===== src/rtl/dmem_arbiter.sv =====
// -----------------------------------------------------------------------------
// dmem_arbiter
//   Shares one single-port data memory between two requesters. One
//   transaction is in flight at a time and takes three cycles: accept,
//   memory access, response.
//
//   Arbitration is round-robin by default. Defining DMEM_ARB_FIXED_PRIO_EN
//   makes port 0 always win a contended arbitration.
//
// Parameters
//   n  data/address width of the requesters and the memory port
//   r  implemented memory address bits (2^r words)
//
// Ports
//   clk, reset                   clock, asynchronous active-high reset
//   reqValid*/reqWrite*          per-port request valid and store flag
//   reqAddr*/reqWriteData*       per-port word address and store data
//   reqReady*                    request accepted this cycle
//   respValid*                   one-cycle response strobe
//   respReadData*/respError*     load data / out-of-range flag with respValid
//   memWriteEnable/memAddr/
//   memWriteData/memReadData     memory port (combinational read, sync write)
// -----------------------------------------------------------------------------
// state  | meaning
// IDLE   | waiting for a request; reqReady may be granted
// ACCESS | memory is driven with the latched request
// RESP   | respValid pulses on the granted port
// -----------------------------------------------------------------------------
module dmem_arbiter #(
  parameter int n = 32,
  parameter int r = 6
) (
  input  logic         clk,
  input  logic         reset,
  input  logic         reqValid0,
  input  logic         reqValid1,
  input  logic         reqWrite0,
  input  logic         reqWrite1,
  input  logic [n-1:0] reqAddr0,
  input  logic [n-1:0] reqAddr1,
  input  logic [n-1:0] reqWriteData0,
  input  logic [n-1:0] reqWriteData1,
  output logic         reqReady0,
  output logic         reqReady1,
  output logic         respValid0,
  output logic         respValid1,
  output logic [n-1:0] respReadData0,
  output logic [n-1:0] respReadData1,
  output logic         respError0,
  output logic         respError1,
  output logic         memWriteEnable,
  output logic [n-1:0] memAddr,
  output logic [n-1:0] memWriteData,
  input  logic [n-1:0] memReadData
);

  typedef enum logic [1:0] {IDLE, ACCESS, RESP} state_t;

  state_t       state, state_nxt;
  logic         grant;       // 0: port 0 owns the transaction, 1: port 1
  logic         op_write;
  logic [n-1:0] lat_addr;
  logic [n-1:0] lat_data;
  logic [n-1:0] resp_data;
  logic         resp_err;
  logic         win0, win1;
  logic         accept;
  logic         in_range;

`ifndef DMEM_ARB_FIXED_PRIO_EN
  logic         last_grant;  // port granted by the most recent transfer
`endif

  // Only the unimplemented upper address bits decide the range; in-range
  // addresses are used as-is and out-of-range ones are never folded back.
  assign in_range = ((lat_addr >> r) == '0);

  always_comb begin
    win0 = 1'b0;
    win1 = 1'b0;
    if (reqValid0 && reqValid1) begin
`ifdef DMEM_ARB_FIXED_PRIO_EN
      win0 = 1'b1;
`else
      win0 = last_grant;
      win1 = ~last_grant;
`endif
    end else begin
      win0 = reqValid0;
      win1 = reqValid1;
    end
  end

  always_comb begin
    state_nxt      = state;
    reqReady0      = 1'b0;
    reqReady1      = 1'b0;
    respValid0     = 1'b0;
    respValid1     = 1'b0;
    respReadData0  = '0;
    respReadData1  = '0;
    respError0     = 1'b0;
    respError1     = 1'b0;
    memWriteEnable = 1'b0;
    memAddr        = lat_addr;
    memWriteData   = lat_data;
    accept         = 1'b0;

    unique case (state)
      IDLE: begin
        // ready is suppressed while reset is held so it reads as 0 then
        reqReady0 = win0 & ~reset;
        reqReady1 = win1 & ~reset;
        accept    = reqReady0 | reqReady1;
        if (accept) state_nxt = ACCESS;
      end
      ACCESS: begin
        memWriteEnable = op_write & in_range;
        state_nxt      = RESP;
      end
      RESP: begin
        if (grant) begin
          respValid1    = 1'b1;
          respReadData1 = resp_data;
          respError1    = resp_err;
        end else begin
          respValid0    = 1'b1;
          respReadData0 = resp_data;
          respError0    = resp_err;
        end
        state_nxt = IDLE;
      end
      default: state_nxt = IDLE;
    endcase
  end

  always_ff @(posedge clk or posedge reset) begin
    if (reset) begin
      state     <= IDLE;
      grant     <= 1'b0;
      op_write  <= 1'b0;
      lat_addr  <= '0;
      lat_data  <= '0;
      resp_data <= '0;
      resp_err  <= 1'b0;
    end else begin
      state <= state_nxt;
      if (accept) begin
        grant    <= reqReady1;
        op_write <= reqReady1 ? reqWrite1     : reqWrite0;
        lat_addr <= reqReady1 ? reqAddr1      : reqAddr0;
        lat_data <= reqReady1 ? reqWriteData1 : reqWriteData0;
      end
      if (state == ACCESS) begin
        resp_data <= (in_range && !op_write) ? memReadData : '0;
        resp_err  <= ~in_range;
      end
    end
  end

`ifndef DMEM_ARB_FIXED_PRIO_EN
  // Reset to port 1 so port 0 wins the first contended arbitration.
  always_ff @(posedge clk or posedge reset) begin
    if (reset)       last_grant <= 1'b1;
    else if (accept) last_grant <= reqReady1;
  end
`endif

endmodule


===== config.mk =====
export PLATFORM = sky130hd
export DESIGN_NAME = dmem_arbiter
export DESIGN_NICKNAME = d
export VERILOG_FILES = /design/src/rtl/dmem_arbiter.sv
export SDC_FILE = /design/constraint.sdc
export NUM_CORES = 1
export LEC_CHECK = 0
export ABC_AREA = 1
export CAP_MARGIN = 25
export CORE_AREA = 2 2 117 119
export CTS_BUF_LIST = sky130_fd_sc_hd__clkbuf_8
export DETAILED_ROUTE_END_ITERATION = 7
export DIE_AREA = 0 0 119 121
export DONT_BUFFER_PORTS = 1
export HOLD_SLACK_MARGIN = 0.05
export SLEW_MARGIN = 20
export SYNTH_ARGS = -nofsm -noshare
export SYNTH_HDL_FRONTEND = slang
export SYNTH_SLANG_ARGS = --single-unit

===== constraint.sdc =====
create_clock -name clk -period 6.9 [get_ports clk]
set_input_delay 1.725 -clock clk [delete_from_list [all_inputs] [get_ports clk]]
set_output_delay 1.725 -clock clk [all_outputs]
set_load 0.01 [all_outputs]

==> metrics <==
Final nets 1006; Bufs on Longest Clock Path 2; WHS 485 ps; dpl cell area 5800 um2; total power 1.51 mW; clock-pin slew on the worst setup and hold paths 90 ps; hold_buf cts 0; Synth Cell Area 5770 um2; Hold Crit Depth 2; Worst EP arrival 3070 ps; Simple-Gate Fraction of Synth Area 29.0%; path category of the worst min-delay check reg -> reg; IO Port Bufs 0; GRT Resource Usage Total 21.2%; status completed; H-tree depth 3; total grt overflow 0; die area 14400 um2; initial antenna violation count 0; final max-slew violation count 0; PwrDens 252 nW/um2; final instance area 6010 um2; RR Startpoint state[0]; adder and majority cell fraction of the synthesized area 0%; RSZ-0062 raised after global routing no; GP Congestion 0.777; Synth Area in Compound Gates 11.8%; path type of the worst setup path in -> out; Worst VDD drop 0.104 mV; Post-DRT Antenna Nets 0; CTS Buf Count 9; post-cts sizing count 0; minimum clock period 4800 ps; CP startpoint kind primary input; # IOs 301; Die Ht 121 um; warnings from Yosys 0; Mean Syn Cell Area 6.60 um2; Hold Vio Cnt, Final 0; XOR/XNOR share of the synthesized area 0%; clock root buffer clkbuf_8; Max Fclk 209 MHz; Max Cap Violations 0; CTS tree built; worst-margin pin slew 1000 ps; area delta synth->final 4.14%; Synth Register Bits 102; first-pass GRT wire length 23.9 mm; Fin Clk Skew 19.5 ps; Die Span X 119 um; Yosys top cell area share 43.8%; TritonRoute pass-1 iters 4; critical path startpoint reset; R2R depth 7; Seq/Total Area, Yosys 44.3%; Vias/cell 4.89; Syn Inst Count 874; aggregate routed wire length 15.7 mm; critical path required time 5180 ps; Final period util 69.5%; reg2reg setup slack 4490 ps; count of final setup violators 0; worst hold path endpoint resp_data[1]; DR vias 4995; PnR worst setup slack 2100 ps; core footprint 13100 um2; DR WL/cell 15.4 um; Setup Fix Bufs, Post-CTS 0; cell taking the most area after synthesis dfrtp_1; Critical Path End Type output pin; share of cells above drive strength 1 4.26%; multiplexer share of the synthesized area 0%; worst slack, placed 2010 ps; worst skew pair latency 390 ps; Max FO, Critical Path 55; clock sinks 102; post-synthesis cell type count 21; Slew HR 33.2%; Starting Density 44.1%; largest family of logic cells by synthesized area simple AND/OR/NAND/NOR gates; Cell Rows 42; post-detail-place hpwl 10.7 mm; RR Endpoint memAddr[27]; Pleak 3.17 nW; hold wc startpoint resp_data[1]; Post-route DRC 0; largest cells by area after synthesis dfrtp_1 (44%), nand2_1 (14%), nor2_1 (12%); Iter 0 DRT Violations 245; Syn Nets 1040; largest net degree at the start of global routing 81; number of global-route vias before repair 4509; setup tns final 0 ps; ant diodes 0
## area by class of cell
cell class / instances / area, um2
fill: 1427 / 7080
sequential: 102 / 2550
multi-input combinational: 563 / 2370
inverter: 155 / 584
tap: 176 / 220
clock buffer: 14 / 193
timing repair buffer: 9 / 75.1
clock inverter: 2 / 12.5
## critical path, cell delays in order
cell and delay, ps:
inv_4 480, nand2_1 130, nor2_2 180, nand2_4 300
inv_1 240
## state kept, by name, indices dropped and copies added, names as in the netlist
name,count
grant,1
last_grant,1
memAddr,32
memWriteData,32
op_write,1
resp_data,32
resp_err,1
state,2
## routing by layer
| layer | vias to the layer above | share of wire (%) | GRT usage, % |
|---|---|---|---|
| met5 | - | 0 | 0 |
| li1 | 2528 | - | - |
| met2 | 205 | 47 | 34.8 |
| met3 | 24 | 7.6 | 6.11 |
| met4 | 0 | 2.5 | 8.78 |
| met1 | 2238 | 43 | 26.1 |
## logic make-up after synthesis
kind of cell,after synthesis
AOI/OAI and AO/OA,135
DFF,102
buffers and inverters,209
and+or+nand+nor,428
## placed cells by master (no fill, tap or decap), types with 3 or more instances in the layout
master and instances:
buf_4 8, nand3_1 33, nor2_1 178, nand2_1 208
dfrtp_1 101, o21ai_0 70, nor2_2 3, o21ai_1 62
clkbuf_8 14, inv_1 152
## synthesized netlist by cell type
cell type,n
nand2_1,208
dfstp_2,1
buf_2,13
nand2_2,2
o21ai_2,1
o21ai_1,62
nor2_4,1
inv_2,2
nor2_1,179
buf_1,6
o21ai_0,70
a21oi_1,2
clkbuf_1,22
and2_0,2
buf_4,10
nand3_1,33
nand4_1,1
inv_1,153
dfrtp_1,101
buf_6,3
nor2_2,2
## power by group
part	internal, mW	switching, mW	leakage [nW]
combinational	0.0920	0.194	1.76
clock	0.180	0.209	0.105
sequential	0.699	0.138	1.30
## worst max path at each step
stage	cells after the start	end	slack [ps]
2_1_floorplan	7	reqReady1	440
3_3_place_gp	5	reqReady1	2030
3_5_place_dp	5	reqReady1	2010
4_1_cts	5	reqReady1	2020
5_1_grt	5	reqReady1	1890
6_report	5	reqReady1	2100
## stage by stage
stage / instances / util, %
2_1_floorplan: 874 / -
3_3_place_gp: 1004 / 44.2
3_5_place_dp: 1005 / 44.3
4_1_cts: 1021 / 45.9
5_1_grt: 1021 / 45.9
6_report: 1021 / 45.9
Note: power is estimated with default switching activity, not from simulation.
